## src/rtl/video_sync_detect_pkg.sv

```systemverilog
// Shared timing defaults, lock thresholds and polarity encoding for the sync detector.
package video_sync_detect_pkg;

    localparam int unsigned DEF_H_W         = 9;
    localparam int unsigned DEF_V_W         = 10;
    localparam int unsigned DEF_POL_WIN_LOG = 10;
    localparam int unsigned DEF_H_MIN       = 64;
    localparam int unsigned DEF_V_MIN       = 128;
    localparam int unsigned DEF_H_LOCK_N    = 4;
    localparam int unsigned DEF_V_LOCK_N    = 2;
    localparam int unsigned H_TOL           = 1;
    localparam int unsigned V_TOL           = 0;

    typedef enum logic {
        POL_NEG = 1'b0,
        POL_POS = 1'b1
    } pol_e;

endpackage

```

## src/rtl/video_sync_detect_sync_period_meter.sv

```systemverilog
// One sync channel: synchronizer, polarity vote, period/width counter and run-length lock.
module video_sync_detect_sync_period_meter
    import video_sync_detect_pkg::*;
#(
    parameter int unsigned W           = 9,
    parameter int unsigned POL_WIN_LOG = 10,
    parameter int unsigned MIN_PERIOD  = 64,
    parameter int unsigned TOL         = 1,
    parameter int unsigned LOCK_N      = 4
) (
    input  logic         clk,
    input  logic         rst,
    input  logic         stb,
    input  logic         sync_in,
    input  logic         clear,
    output logic         pol,
    output logic [W-1:0] period,
    output logic [W-1:0] sync_len,
    output logic         lead,
    output logic         pol_chg,
    output logic         sat,
    output logic         run_full
);

    localparam int unsigned CW    = POL_WIN_LOG + 1;
    localparam int unsigned RUN_W = $clog2(LOCK_N + 1);
    localparam logic [CW-1:0] HALF = CW'(2 ** (POL_WIN_LOG - 1));

    pol_e                   pol_q, pol_nxt;
    logic [2:0]             sync_q;
    logic                   rise_flag, fall_flag, pend_rise, pend_fall;
    logic                   trail, match, win_end;
    logic [POL_WIN_LOG-1:0] win;
    logic [CW-1:0]          hi_cnt, hi_next;
    logic [W-1:0]           ctr, diff;
    logic [RUN_W-1:0]       run;

    // Raw edges are latched until the next strobe so slow strobes never miss them.
    assign pend_rise = rise_flag | (sync_q[1] & ~sync_q[2]);
    assign pend_fall = fall_flag | (~sync_q[1] & sync_q[2]);
    assign lead      = stb & ((pol_q == POL_POS) ? pend_rise : pend_fall);
    assign trail     = stb & ((pol_q == POL_POS) ? pend_fall : pend_rise);
    assign sat       = (ctr == '1);
    assign pol       = (pol_q == POL_POS);
    assign run_full  = (run == RUN_W'(LOCK_N));

    always_comb begin
        diff    = (ctr >= period) ? (ctr - period) : (period - ctr);
        match   = !sat && (ctr >= W'(MIN_PERIOD)) && (diff <= W'(TOL));
        hi_next = hi_cnt + CW'(sync_q[1]);
        win_end = stb && (win == '1);
        pol_nxt = pol_q;
        if (hi_next < HALF) begin
            pol_nxt = POL_POS;
        end else if (hi_next > HALF) begin
            pol_nxt = POL_NEG;
        end
        pol_chg = win_end && (pol_nxt != pol_q);
    end

    always_ff @(posedge clk or posedge rst) begin
        if (rst) begin
            sync_q    <= '0;
            rise_flag <= 1'b0;
            fall_flag <= 1'b0;
            pol_q     <= POL_NEG;
            win       <= '0;
            hi_cnt    <= '0;
            ctr       <= '0;
            period    <= '0;
            sync_len  <= '0;
            run       <= '0;
        end else begin
            sync_q    <= {sync_q[1:0], sync_in};
            rise_flag <= stb ? 1'b0 : pend_rise;
            fall_flag <= stb ? 1'b0 : pend_fall;
            if (stb) begin
                win    <= win + 1'b1;
                hi_cnt <= win_end ? '0 : hi_next;
                if (win_end) begin
                    pol_q <= pol_nxt;
                end
                if (lead) begin
                    ctr <= W'(1);
                end else if (!sat) begin
                    ctr <= ctr + 1'b1;
                end
                if (trail && !lead) begin
                    sync_len <= ctr;
                end
            end
            if (clear || sat) begin
                period <= '0;
            end else if (lead) begin
                period <= ctr;
            end
            if (clear || sat || pol_chg) begin
                run <= '0;
            end else if (lead) begin
                run <= match ? (run_full ? run : run + 1'b1) : '0;
            end
        end
    end

endmodule

```

## src/rtl/video_sync_detect.sv

```systemverilog
// External HSYNC/VSYNC analyser: polarity, line period, sync width, lines per frame and lock.
module video_sync_detect
    import video_sync_detect_pkg::*;
#(
    parameter int unsigned H_W         = DEF_H_W,
    parameter int unsigned V_W         = DEF_V_W,
    parameter int unsigned POL_WIN_LOG = DEF_POL_WIN_LOG,
    parameter int unsigned H_MIN       = DEF_H_MIN,
    parameter int unsigned V_MIN       = DEF_V_MIN,
    parameter int unsigned H_LOCK_N    = DEF_H_LOCK_N,
    parameter int unsigned V_LOCK_N    = DEF_V_LOCK_N
) (
    input  logic           clk,
    input  logic           rst,
    input  logic           pix_stb,
    input  logic           hsync_in,
    input  logic           vsync_in,
    output logic           hsync_pol,
    output logic           vsync_pol,
    output logic [H_W-1:0] h_period,
    output logic [H_W-1:0] h_sync_len,
    output logic [V_W-1:0] v_period,
    output logic           locked,
    output logic           new_frame
);

    logic           h_lead, h_sat, h_pol_chg, h_full;
    logic           v_lead, v_full;
    logic           v_pol_chg_unused, v_sat_unused;
    logic [V_W-1:0] v_sync_len_unused;

    video_sync_detect_sync_period_meter #(
        .W(H_W), .POL_WIN_LOG(POL_WIN_LOG), .MIN_PERIOD(H_MIN), .TOL(H_TOL), .LOCK_N(H_LOCK_N)
    ) u_h (
        .clk(clk), .rst(rst), .stb(pix_stb), .sync_in(hsync_in), .clear(1'b0),
        .pol(hsync_pol), .period(h_period), .sync_len(h_sync_len), .lead(h_lead),
        .pol_chg(h_pol_chg), .sat(h_sat), .run_full(h_full)
    );

    // Lines are the vertical strobe; losing hsync or its polarity invalidates frame data.
    video_sync_detect_sync_period_meter #(
        .W(V_W), .POL_WIN_LOG(POL_WIN_LOG), .MIN_PERIOD(V_MIN), .TOL(V_TOL), .LOCK_N(V_LOCK_N)
    ) u_v (
        .clk(clk), .rst(rst), .stb(h_lead), .sync_in(vsync_in), .clear(h_sat | h_pol_chg),
        .pol(vsync_pol), .period(v_period), .sync_len(v_sync_len_unused), .lead(v_lead),
        .pol_chg(v_pol_chg_unused), .sat(v_sat_unused), .run_full(v_full)
    );

    assign locked = h_full & v_full;

    always_ff @(posedge clk or posedge rst) begin
        if (rst) begin
            new_frame <= 1'b0;
        end else begin
            new_frame <= v_lead;
        end
    end

endmodule

```

## config.mk

```make
export PLATFORM = sky130hd
export DESIGN_NAME = video_sync_detect
export DESIGN_NICKNAME = d
export VERILOG_FILES = /design/src/rtl/video_sync_detect_pkg.sv /design/src/rtl/video_sync_detect_sync_period_meter.sv /design/src/rtl/video_sync_detect.sv
export SDC_FILE = /design/constraint.sdc
export NUM_CORES = 1
export LEC_CHECK = 0
export ABC_AREA = 1
export BUFFER_PORTS_ARGS = -buffer_cell sky130_fd_sc_hd__buf_4
export CAP_MARGIN = 25
export CORE_MARGIN = 4
export CORE_UTILIZATION = 55
export DETAILED_ROUTE_END_ITERATION = 12
export PLACE_DENSITY = 0.75
export RECOVER_POWER = 100
export SLEW_MARGIN = 25
export SYNTH_ARGS = -nofsm -noshare
export SYNTH_HDL_FRONTEND = slang
export SYNTH_HIERARCHICAL = 1
export SYNTH_SLANG_ARGS = --single-unit
```

## constraint.sdc

```tcl
create_clock -name clk -period 3 [get_ports clk]
set_clock_uncertainty 0.1 [all_clocks]
set_input_delay 0.3 -clock clk [delete_from_list [all_inputs] [get_ports clk]]
set_output_delay 0.3 -clock clk [all_outputs]
set_load 0.02 [all_outputs]
```

==> results of run 1 <==
==> flip-flops by register name (all words and copies together) (netlist names) <==
name and count:
u_v/hi_cnt 11, u_h/pol 1, u_h/run 3, u_h/ctr 9, u_h/fall_flag 1, u_v/pol 1, new_frame 1, u_v/sync_q 3
u_v/run 2, u_v/rise_flag 1, u_v/fall_flag 1, u_h/sync_len 9, u_v/period 10, u_h/sync_q 3, u_v/win 10, u_h/period 9
u_h/win 10, u_v/ctr 10, u_h/rise_flag 1, u_h/hi_cnt 11
==> final timing paths <==
check	start	endpoint	slack (ns)	cells past startpoint
worst max register to register	u_h/sync_q[1]$_DFF_PP0_	u_v/period[9]$_DFFE_PP0P_	0.29	16
min in group asynchronous	rst	new_frame$_DFF_PP0_	0.30	3
worst min-delay path	pix_stb	u_h/rise_flag$_DFF_PP0_	0.21	2
worst max-delay path	u_h/sync_q[1]$_DFF_PP0_	u_v/period[9]$_DFFE_PP0P_	0.29	16
worst min register to register	u_h/sync_q[0]$_DFF_PP0_	u_h/sync_q[1]$_DFF_PP0_	0.25	0
max in group asynchronous	rst	u_v/hi_cnt[10]$_DFFE_PP0P_	0.44	4
==> timing repair <==
action / CTS / global route
hold buffers: 3 / 0
hold endpoints to repair: 49 / 0
resized for setup: 0 / 11
setup endpoints to repair: 0 / 12
==> report_power, final <==
group          total [mW]  switching, mW  internal (mW)
clock                1.22          0.523          0.694
sequential           1.93          0.243           1.69
combinational        2.76           1.80          0.963
total                5.90           2.56           3.34
==> critical path, delay by kind of cell (launching register included) <==
family / cells / cell delay [ns]
xor+xnor: 1 / 0.20
fa+ha+maj: 2 / 0.40
buf+inv: 3 / 0.29
flops: 1 / 0.37
compound gates: 1 / 0.11
simple gates: 9 / 1.17
==> layout by cell type (no fill, tap or decap), types with 2 or more instances in the layout <==
cell / instances
nand2_1: 292
inv_1: 166
dfrtp_1: 107
nand3_1: 93
nor2_1: 85
ha_1: 48
o21ai_0: 44
clkbuf_1: 36
a21oi_1: 28
nand4_1: 25
xor2_1: 19
o22ai_1: 16
nand2_2: 13
clkbuf_16: 9
nor2_2: 9
nor3_1: 9
inv_2: 7
xnor2_1: 6
nor2_4: 4
nand3_2: 4
o21ai_1: 4
clkinvlp_4: 3
dlygate4sd3_1: 3
buf_4: 3
clkbuf_8: 2
clkbuf_4: 2
a21oi_2: 2
xor2_2: 2
or2_2: 2
fa_1: 2
ha_2: 2
a221oi_1: 2
==> cell type report <==
| type | count | area [um^2] |
|---|---|---|
| Fill cell | 1188 | 4790 |
| Sequential cell | 107 | 2680 |
| Tap cell | 172 | 215 |
| Clock buffer | 11 | 253 |
| Multi-Input combinational cell | 726 | 3890 |
| Timing Repair Buffer | 47 | 231 |
| Clock inverter | 5 | 61.3 |
| Inverter | 174 | 653 |
==> per-layer routing <==
layer / wire length, um / global-route usage (%) / vias up / part of all wire [%]
li1: - / - / 3321 / -
met1: 7970 / 32.3 / 3013 / 51
met2: 7070 / 34.3 / 107 / 45
met3: 522 / 2.20 / 7 / 3.3
met4: 106 / 4.48 / 0 / 0.68
met5: 0 / 0 / - / 0
==> through the flow <==
step | cell area, um^2 | power [mW]
2_1_floorplan | 7270 | 4.15
3_3_place_gp | 7750 | 4.68
3_5_place_dp | 7770 | 4.75
4_1_cts | 8110 | 5.98
5_1_grt | 7980 | 6.47
6_report | 7980 | 5.90
==> impl_metrics.csv, run 1 <==
group,metric,value,unit
run_status,outcome,"finished clean",
clock_network,cts_max_path_buffers,2,
critical_path,critPathArrivalTime,2.88,ns
die,fp.dieW,123,um
hold_path,min_path_type,"primary input to flip-flop",
yosys,netlist_instances,1017,
clock_network,cts_buffers,9,
clock_network,clock-sinks,107,
sta,whs,0.212,ns
sta,fin_crit,2.71,ns
clock_network,insertion_delay,0.34,ns
critical_path,max_stage_delay,0.37,ns
drt,via_per_inst,5.19,
drt,ant_nets,0,
sta,hold_viol_final,0,
layout,diodes,0,
die,pin_count,37,
die,die_h,123,um
placement,dp_slack,0.191,ns
clock_network,clkTransAtPathRegs,0.07,ns
die,coreArea,0.0128,mm^2
drt,wirelength,15700,um
drt,dr.pass1.iters,5,
critical_path,startpoint_type,"flip-flop",
sta,finalMaxSlewViolations,0,
global_route,grt_max_degree,35,
yosys,synth_fp_nets,1074,
sta,rsz0062_at_grt,"false",
layout,area_delta_synth_final,9.83,%
sta,worst_pin_slew,1.17,ns
layout,stdcell_count,1242,
critical_path,cp.required,3.16,ns
critical_path,cpMostUsedCell,"nand3_1",
layout,final_core_util,62.5,%
yosys,synth_area_per_cell,7.15,um^2
power_and_ir_drop,p_leak,4.24,nW
sta,slew_headroom,22.1,%
global_route,grt_use_total,21.6,%
sta,setup_ws,0.287,ns
global_route,grt_pass1_vias,5847,
placement,dp_cells,1223,
critical_path,cp_cell_sequence,"ha_2, ha_2, nand3_1, nor2_2, nand4_1, xor2_2, nand3_1, nand2_2, nor4b_4, inv_1, nand2_1, or2_2, inv_2, buf_6, nand3_1, o21ai_1",
power_and_ir_drop,powerDensity,740,mW/mm^2
critical_path,critPathMaxFanout,10,
placement,io_buffers,36,
critical_path,endpoint_kind,"flip-flop",
clock_network,tritoncts,"yes",
yosys,synth_area,0.00727,mm^2
critical_path,path_class,"flip-flop to flip-flop",
clock_network,clock-root-buffer,"clkbuf_16",
critical_path,slowest_stage,"dfrtp_1",
layout,drive_gt1_share,6.82,%
layout,fin_nets,1122,
placement,hpwl,12200,um
global_route,antenna_found_initial,0,
yosys,ys_warn_count,6,
sta,report.final.setup_viol,0,
drt,vias,6448,
placement,globalplace.congestion,0.884,
drt,drt_iter0_drc,562,
global_route,grt-ovfl-total,0,
die,fp-row-count,41,
power_and_ir_drop,vdd_drop_max,0.377,mV
drt,drc,0,
die,die-area,0.0151,mm^2
clock_network,cts_setup_buffers,0,
sta,tns,0,ns
run,cap_violations,0,
global_route,grt_pass1_wl,26800,um
clock_network,htreeDepth,3,
die,initial_core_util,56.9,%
sta,max_freq,369,MHz
sta,period_share,90.4,%
drt,avgRoutedWirePerCell,12.6,um
(Power assumes the default switching activity.)
==> run 2, diff against run 1 <==
Settings changed: CTS_BUF_LIST set to sky130_fd_sc_hd__clkbuf_8.
Clock period 3 ns to 3.4 ns, I/O delays scaled along.
==> run 2 against run 1 <==
The flow now finishes with violations (capacitance limit, slew limit). Largest cell class unchanged. Via count is 1.7% lower. Non-clock buffer count fell by 3. Setup slack got worse by 0.0059 ns. Count of clock-buffer cells in the layout is the same. Flip-flop and latch count is the same. Routed wire length decreased by 1.9%. Worst hold slack improved by 0.013 ns.
==> impl_metrics.csv, run 2 (same netlist as run 1, synthesis figures left out) <==
group,metric,value,unit
sta,max_freq,321,MHz
critical_path,cp_cell_sequence,"ha_1, ha_1, nand3_1, nor2_1, nand4_1, xor2_1, nand2_1, nand2_1, nand2_1, nor4b_2, inv_1, nand2_1, or2_2, clkinvlp_4, nand2_1, o21ai_0",
critical_path,startpoint_type,"flip-flop",
run,cap_violations,2,
sta,tns,0,ns
placement,dpl_cell_area,0.00775,mm^2
die,pin_count,37,
hold_path,min_path_type,"primary input to flip-flop",
clock_network,insertion_delay,0.38,ns
power_and_ir_drop,vdd_drop_max,0.271,mV
sta,fin_crit,3.12,ns
drt,via_per_inst,5.12,
critical_path,max_stage_delay,0.37,ns
power_and_ir_drop,p_leak,4.17,nW
die,coreArea,0.0128,mm^2
sta,slew_headroom,-3.44,%
die,die_h,123,um
layout,fin_nets,1119,
global_route,antenna_found_initial,0,
clock_network,clock-root-buffer,"clkbuf_8",
critical_path,critPathMaxFanout,12,
layout,final_area,0.00778,mm^2
drt,dr.pass1.iters,5,
critical_path,critPathArrivalTime,3.27,ns
critical_path,endpoint_kind,"flip-flop",
drt,avgRoutedWirePerCell,12.4,um
layout,layout_common_cells,"nand2_1, inv_1, dfrtp_1",
layout,drive_gt1_share,5.16,%
clock_network,tritoncts,"yes",
layout,top_regs,"u_h/hi_cnt: 11 flops, u_v/hi_cnt: 11 flops",
clock_network,cts_buffers,9,
die,initial_core_util,56.9,%
critical_path,path_class,"flip-flop to flip-flop",
critical_path,slowest_stage,"dfrtp_1",
clock_network,htreeDepth,3,
drt,drt_iter0_drc,538,
sta,report.final.setup_viol,0,
placement,io_buffers,36,
global_route,grt_use_total,21.5,%
placement,globalplace.congestion,0.885,
layout,diodes,0,
global_route,grt_pass1_wl,26400,um
run_status,outcome,"finished with violations",
sta,period_share,91.7,%
sta,worst_pin_slew,1.55,ns
global_route,grt-ovfl-total,0,
run_status,violations,"capacitance limit, slew limit",
drt,vias,6340,
clock_network,cts_setup_buffers,0,
critical_path,cp_num_buf_inv,2,
global_route,grt_pass1_vias,5691,
placement,hpwl,12100,um
power_and_ir_drop,powerDensity,629,mW/mm^2
clock_network,cts_max_path_buffers,2,
layout,final_common_cell,"nand2_1",
sta,rsz0062_at_grt,"false",
clock_network,clkTransAtPathRegs,0.09,ns
die,fp-row-count,41,
critical_path,path_delay_family,"simple AND/OR/NAND/NOR gates",
layout,area_delta_synth_final,7.08,%
sta,finalMaxSlewViolations,73,
global_route,grt_max_degree,43,
critical_path,cpMostUsedCell,"nand2_1",
die,die-area,0.0151,mm^2
critical_path,cp.required,3.55,ns
drt,wirelength,15400,um
drt,drc,0,
drt,ant_nets,0,
sta,hold_viol_final,0,
clock_network,clock-sinks,107,
die,fp.dieW,123,um
## run 2: cell types whose count changed in the layout (fill, tap and decap cells not counted), sizes merged
cell          change
clkinv            +1
dlymetal6s4s      -1
clkinvlp          -2
clkbuf            +1
buf               -3
## run 2: metal layers
layer	up-vias	track usage [%]	share of wire, %	wire length (um)
li1	3315	-	-	-
met1	2910	31.4	50	7760
met2	102	34.1	45	6950
met3	13	2.74	3.3	512
met4	0	5.32	0.98	150
met5	-	0	0	0
## run 2: worst min-delay path, stage by stage
cell and delay, ns:
buf_4 0.19, nand2_1 0.08, nand2_1 0.05
## run 2: per-stage QoR
step / hold WS, ns / std cells / worst slack, ns / utilization, % / power, mW
detailed placement: 0.140 / 1220 / 0.344 / 60.6 / 4.18
CTS: 0.223 / 1238 / 0.271 / 62.4 / 4.97
finish: 0.225 / 1238 / 0.281 / 60.9 / 4.89
floorplan: -0.0313 / 1017 / 0.900 / - / 3.66
global placement: 0.148 / 1219 / 0.448 / 60.5 / 4.13
global route: 0.231 / 1238 / 0.0172 / 60.9 / 5.39
## run 2: path summary, 6_finish.rpt
check / startpoint / endpoint / slack [ns] / depth (start not counted)
max: u_h/sync_q[1]$_DFF_PP0_ / u_v/period[3]$_DFFE_PP0P_ / 0.28 / 16
min: pix_stb / u_h/win[1]$_DFFE_PP0P_ / 0.23 / 3
max reg2reg: u_h/sync_q[1]$_DFF_PP0_ / u_v/period[3]$_DFFE_PP0P_ / 0.28 / 16
min reg2reg: u_v/sync_q[0]$_DFF_PP0_ / u_v/sync_q[1]$_DFF_PP0_ / 0.26 / 0
max in group asynchronous: rst / u_v/ctr[2]$_DFFE_PP0P_ / 0.72 / 4
min in group asynchronous: rst / new_frame$_DFF_PP0_ / 0.30 / 3
## run 2: final cells by class
cell class,count,area (um^2)
fillers,1189,4990
multi-input cells,726,3840
flip-flops and latches,107,2680
inverters,174,657
well taps,172,215
repair buffers,44,195
clock buffers,11,151
clock inverters,4,42.5
## run 2: power by group
group	switching [mW]	internal [mW]	leakage [nW]
Sequential	0.208	1.49	1.40
Combinational	1.58	0.843	2.66
Clock	0.404	0.371	0.108
Total	2.19	2.70	4.17
## run 2: what timing repair did
| item | CTS | global route |
|---|---|---|
| endpoints found under the hold margin | 23 | 0 |
| gates resized for setup | 0 | 1 |
| endpoints found under the setup margin | 0 | 4 |
| hold buffers | 3 | 0 |
